`src/rtl/dac_spi_writer.sv`:
```
// SPI writer for the external current DAC: sends {CMD_WORD, i_ref} whenever the
// word differs from the last one written (or once after reset), then pulses LDAC.
module dac_spi_writer #(
  parameter int                  BUS_WIDTH   = 10,
  parameter int                  CMD_BITS    = 4,
  parameter logic [CMD_BITS-1:0] CMD_WORD    = 4'b0011,
  parameter int                  CLK_DIV     = 2,
  parameter int                  LDAC_CYCLES = 2
) (
  input  logic                 clk,
  input  logic                 rst,
  input  logic                 enable,
  input  logic [BUS_WIDTH-1:0] i_ref,
  output logic                 busy,
  output logic                 done,
  output logic [BUS_WIDTH-1:0] last_sent,
  output logic                 dac_cs_n,
  output logic                 dac_sclk,
  output logic                 dac_mosi,
  output logic                 dac_ldac_n
);

  localparam int FRAME  = CMD_BITS + BUS_WIDTH;
  localparam int BIT_W  = $clog2(FRAME + 1);
  localparam int HALF_W = $clog2(CLK_DIV + 1);
  localparam int LDAC_W = $clog2(LDAC_CYCLES + 1);

  localparam logic [HALF_W-1:0] HALF_LAST = HALF_W'(CLK_DIV - 1);
  localparam logic [BIT_W-1:0]  BIT_LAST  = BIT_W'(FRAME - 1);
  localparam logic [LDAC_W-1:0] LDAC_LAST = LDAC_W'(LDAC_CYCLES - 1);

  typedef enum logic [2:0] {
    ST_IDLE  = 3'd0,
    ST_SETUP = 3'd1,
    ST_SHIFT = 3'd2,
    ST_HOLD  = 3'd3,
    ST_LDAC  = 3'd4
  } state_t;

  state_t               state_r;
  logic [FRAME-1:0]     shreg_r;
  logic [BUS_WIDTH-1:0] data_r;
  logic [BIT_W-1:0]     bit_cnt_r;
  logic [HALF_W-1:0]    half_cnt_r;
  logic [LDAC_W-1:0]    ldac_cnt_r;
  logic                 sent_once_r;
  logic                 start_s;

  // A frame is needed on the first opportunity after reset or when the word moved.
  always_comb begin
    start_s = 1'b0;
    if (enable && (!sent_once_r || (i_ref != last_sent))) begin
      start_s = 1'b1;
    end else begin
      start_s = 1'b0;
    end
  end

  // Frame sequencer; every output is registered here.
  always_ff @(posedge clk) begin
    if (rst) begin
      state_r     <= ST_IDLE;
      shreg_r     <= {FRAME{1'b0}};
      data_r      <= {BUS_WIDTH{1'b0}};
      bit_cnt_r   <= {BIT_W{1'b0}};
      half_cnt_r  <= {HALF_W{1'b0}};
      ldac_cnt_r  <= {LDAC_W{1'b0}};
      sent_once_r <= 1'b0;
      busy        <= 1'b0;
      done        <= 1'b0;
      last_sent   <= {BUS_WIDTH{1'b0}};
      dac_cs_n    <= 1'b1;
      dac_sclk    <= 1'b0;
      dac_mosi    <= 1'b0;
      dac_ldac_n  <= 1'b1;
    end else begin
      done <= 1'b0;
      case (state_r)
        ST_IDLE: begin
          if (start_s) begin
            state_r    <= ST_SETUP;
            shreg_r    <= {CMD_WORD, i_ref};
            data_r     <= i_ref;
            half_cnt_r <= {HALF_W{1'b0}};
            busy       <= 1'b1;
            dac_cs_n   <= 1'b0;
            dac_sclk   <= 1'b0;
            dac_mosi   <= CMD_WORD[CMD_BITS-1];
          end
        end
        ST_SETUP: begin
          if (half_cnt_r == HALF_LAST) begin
            state_r    <= ST_SHIFT;
            half_cnt_r <= {HALF_W{1'b0}};
            bit_cnt_r  <= {BIT_W{1'b0}};
          end else begin
            half_cnt_r <= half_cnt_r + HALF_W'(1);
          end
        end
        ST_SHIFT: begin
          if (half_cnt_r != HALF_LAST) begin
            half_cnt_r <= half_cnt_r + HALF_W'(1);
          end else if (!dac_sclk) begin
            half_cnt_r <= {HALF_W{1'b0}};
            dac_sclk   <= 1'b1;
          end else begin
            // Falling sclk: present the next bit, or close the frame after the last.
            half_cnt_r <= {HALF_W{1'b0}};
            dac_sclk   <= 1'b0;
            if (bit_cnt_r == BIT_LAST) begin
              state_r  <= ST_HOLD;
              dac_cs_n <= 1'b1;
              dac_mosi <= 1'b0;
            end else begin
              bit_cnt_r <= bit_cnt_r + BIT_W'(1);
              shreg_r   <= {shreg_r[FRAME-2:0], 1'b0};
              dac_mosi  <= shreg_r[FRAME-2];
            end
          end
        end
        ST_HOLD: begin
          if (half_cnt_r == HALF_LAST) begin
            state_r    <= ST_LDAC;
            ldac_cnt_r <= {LDAC_W{1'b0}};
            dac_ldac_n <= 1'b0;
          end else begin
            half_cnt_r <= half_cnt_r + HALF_W'(1);
          end
        end
        ST_LDAC: begin
          if (ldac_cnt_r == LDAC_LAST) begin
            state_r     <= ST_IDLE;
            dac_ldac_n  <= 1'b1;
            busy        <= 1'b0;
            done        <= 1'b1;
            last_sent   <= data_r;
            sent_once_r <= 1'b1;
          end else begin
            ldac_cnt_r <= ldac_cnt_r + LDAC_W'(1);
          end
        end
        default: begin
          state_r    <= ST_IDLE;
          busy       <= 1'b0;
          dac_cs_n   <= 1'b1;
          dac_sclk   <= 1'b0;
          dac_mosi   <= 1'b0;
          dac_ldac_n <= 1'b1;
        end
      endcase
    end
  end

endmodule

```
`config.mk`:
```
export PLATFORM = sky130hd
export DESIGN_NAME = dac_spi_writer
export DESIGN_NICKNAME = d
export VERILOG_FILES = /design/src/rtl/dac_spi_writer.sv
export SDC_FILE = /design/constraint.sdc
export NUM_CORES = 1
export LEC_CHECK = 0
export CAP_MARGIN = 10
export CORE_MARGIN = 3
export CORE_UTILIZATION = 25
export CTS_CLUSTER_DIAMETER = 120
export CTS_CLUSTER_SIZE = 12
export DETAILED_ROUTE_END_ITERATION = 16
export PLACE_DENSITY = 0.43
export SKIP_CTS_REPAIR_TIMING = 1
export SLEW_MARGIN = 20
export SYNTH_ARGS = -nofsm -noshare
export SYNTH_HDL_FRONTEND = slang
export SYNTH_SLANG_ARGS = --single-unit
```
`constraint.sdc`:
```
create_clock -name clk -period 3.2 [get_ports clk]
set_input_delay 0.48 -clock clk [delete_from_list [all_inputs] [get_ports clk]]
set_output_delay 0.48 -clock clk [all_outputs]
set_load 0.01 [all_outputs]
```
==> flow_summary.json <==
{
  "areaGrowthSynthToFinish_pct": 19.9,
  "cts_max_level": 2,
  "power.leakage_nw": 0.993,
  "fin_ws_ns": 0.732,
  "r2r_start": "state_r[2]",
  "drc": 0,
  "wirelength_mm": 6.72,
  "vias_per_cell": 4.79,
  "clk_pin_slew_worst_paths_ns": 0.09,
  "cts_inserted_buffers": 5,
  "ys.warnings.count": 0,
  "num_antenna_cells": 0,
  "hold_class": "register to register",
  "setup_viol": 0,
  "die_w_um": 105,
  "syn_area_mm2": 0.00244,
  "cp-start-kind": "input port",
  "rsz0062_at_grt": "no",
  "cp_data_arrival_time_ns": 2.68,
  "end_kind": "register",
  "drive_gt1_share_pct": 7.86,
  "grt_pass1_wl_mm": 11.0,
  "r2r_slack_ns": 1.03,
  "final_max_slew_viol_count": 0,
  "synth_edf_count": 0,
  "first_global_vias": 2089,
  "dp_hpwl_mm": 4.60,
  "synth-xor-area-share_pct": 4.30,
  "die_h_um": 105,
  "synth_area_per_cell_um2": 8.26,
  "finalSetupTns_ns": 0,
  "synth-compound-area-share_pct": 20.7,
  "synth_flop_cell": "dfxtp_1",
  "cts_tree": "done",
  "skew_ns": 0.00314,
  "place_ws_ns": 0.425,
  "synth_top_family_by_area": "simple AND/OR/NAND/NOR gates",
  "syn_nets": 314,
  "drt-initial-drc-count": 61,
  "clock_sinks": 51,
  "status": "finished clean",
  "grt-ovfl-total": 0,
  "routabilityCongestion": 0.748,
  "root_buffer": "clkbuf_8",
  "synth_fa_ha_area_share_pct": 2.56,
  "io_buffers": 28,
  "vias": 2139,
  "post_drt_wl_per_cell_um": 15.0,
  "synth.yosys.seq_area_share_pct": 41.8,
  "synthMuxAreaShare_pct": 4.51,
  "worstMarginPinSlew_ns": 0.637,
  "crit_fanout": 14,
  "clock.fmax_ghz": 0.405,
  "fin_crit_sh_pct": 77.1,
  "whs_path_depth": 2,
  "clock_path_buffers": 2,
  "detail-route-antenna-nets": 0,
  "antenna_found_initial": 0,
  "rows": 35,
  "required_ns": 3.41,
  "hp-start": "data_r[1]",
  "die_area_mm2": 0.0110,
  "worstSetupPathType": "input port to register",
  "crit_start": "i_ref[7]",
  "async_reset_ff_share_pct": 0,
  "regToRegEndpoint": "shreg_r[2]",
  "syn_inst": 296,
  "ios": 29,
  "relSlewSlack_pct": 57.5,
  "initial_core_util_pct": 26.1,
  "r2r_cells": 6,
  "track_usage_pct": 12.3,
  "cap_violations": 0,
  "ys_ff_latch": 51,
  "powerDensity_mw_per_mm2": 562,
  "yosysUniqueCellTypes": 44,
  "layout.nets": 335,
  "design.core.area_mm2": 0.00937,
  "holdPathEnd": "last_sent[1]",
  "finalHoldViolCount": 0,
  "grt_max_degree": 34,
  "min_period_ns": 2.47,
  "peakVddDrop_v": 0.000183,
  "p_total_w": 0.00165,
  "dr.pass1.iters": 4,
  "insertion_delay_ns": 0.31,
  "synth_simple_gate_area_share_pct": 20.9
}
==> worst max-delay path, stage by stage <==
cell and delay [ns]:
clkdlybuf4s50_1 0.56, xnor2_1 0.16, o2111ai_1 0.26, or4b_1 0.81, a211o_1 0.35, o41ai_1 0.05
==> where the power goes <==
group          switching [W]  internal [W]  leakage [nW]
registers          0.0000434      0.000714         0.416
clock network       0.000225      0.000154        0.0412
logic               0.000302      0.000210         0.536
total               0.000570       0.00108         0.993
==> registers in the layout, indices dropped and copies added (netlist names) <==
name and cells:
state_r 3, sent_once_r 1, data_r 10, bit_cnt_r 4, half_cnt_r 2, ldac_cnt_r 2, busy 1, dac_mosi 1
dac_ldac_n 1, done 1, shreg_r 13, dac_sclk 1, last_sent 10, dac_cs_n 1
==> worst max path at each step <==
stage | endpoint | slack (ns) | cells past startpoint
finish | half_cnt_r[1] | 0.73 | 6
global route | half_cnt_r[1] | 0.62 | 6
CTS | half_cnt_r[1] | 0.74 | 6
detailed placement | half_cnt_r[1] | 0.43 | 6
global placement | half_cnt_r[1] | 0.43 | 6
floorplan | shreg_r[3] | 1.23 | 8
==> through the flow <==
| step | area [µm²] | hold slack [ns] | cells | utilization [%] |
|---|---|---|---|---|
| 3_5_place_dp | 2850 | 0.444 | 439 | 30.4 |
| 6_report | 2930 | 0.456 | 447 | 31.3 |
| 5_1_grt | 2930 | 0.474 | 447 | 31.3 |
| 4_1_cts | 2930 | 0.459 | 447 | 31.3 |
| 2_1_floorplan | 2440 | 0.428 | 296 | - |
| 3_3_place_gp | 2850 | 0.442 | 439 | 30.4 |
==> area by class of cell <==
type                    count  area, µm²
inverters                   7       26.3
fillers                  1030       6440
clock buffers               6       72.6
multi-input cells         216       1300
flip-flops and latches     51       1020
well taps                 129        161
clock inverters             2       12.5
repair buffers             36        335
==> cell usage in the layout, fill, tap and decap left out, types with 2 or more instances in the layout <==
| cell type | count |
|---|---|
| clkbuf_8 | 5 |
| a31o_2 | 2 |
| o22ai_1 | 2 |
| mux2i_1 | 11 |
| a211o_1 | 2 |
| nor2b_1 | 3 |
| xnor2_1 | 8 |
| a211oi_1 | 10 |
| buf_4 | 8 |
| nand2_1 | 31 |
| nor3_1 | 10 |
| nand3_1 | 16 |
| nor4_1 | 2 |
| nor2_1 | 23 |
| o211ai_1 | 2 |
| xor2_1 | 4 |
| ha_1 | 5 |
| clkdlybuf4s50_1 | 27 |
| a21oi_1 | 43 |
| and3_1 | 3 |
| inv_1 | 7 |
| o21ai_0 | 17 |
| nand2b_1 | 2 |
| dfxtp_1 | 51 |
| o21a_1 | 2 |
==> routing by layer <==
layer | routed length (µm) | track usage, %
met1 | 3410 | 17.3
met2 | 3050 | 19.3
met3 | 200 | 2.59
met4 | 58 | 2.81
met5 | 0 | 0
==> synthesized netlist by cell type (2+ instances only) <==
master,number,area [µm²]
ha_1,5,62.6
a21oi_1,43,215
o211ai_1,2,15.0
xnor2_1,8,70.1
nor2_1,23,86.3
nor4_1,2,12.5
nor2b_1,3,18.8
inv_1,7,26.3
dfxtp_1,51,1020
o22ai_1,2,12.5
buf_1,4,15.0
nor3_1,10,50.1
buf_2,2,10.0
o21ai_0,17,85.1
a211oi_1,10,75.1
a211o_1,2,17.5
nand2b_1,2,12.5
xor2_1,4,35.0
o21a_1,2,15.0
buf_6,2,22.5
and3_1,3,18.8
mux2i_1,11,110
clkbuf_1,14,52.6
a31o_2,2,17.5
nand3_1,16,80.1
nand2_1,31,116
==> cells by family (layout without fill, tap and decap cells) <==
| logic type | count (synthesis) | in the layout |
|---|---|---|
| and+or+nand+nor | 102 | 102 |
| AOI/OAI and AO/OA | 86 | 86 |
| muxes | 11 | 11 |
| xor gates and xnor gates | 12 | 12 |
| DFF | 51 | 51 |
| buffers and inverters | 29 | 51 |
| adders and majority gates | 5 | 5 |
Note: power is estimated with default switching activity, not from simulation.
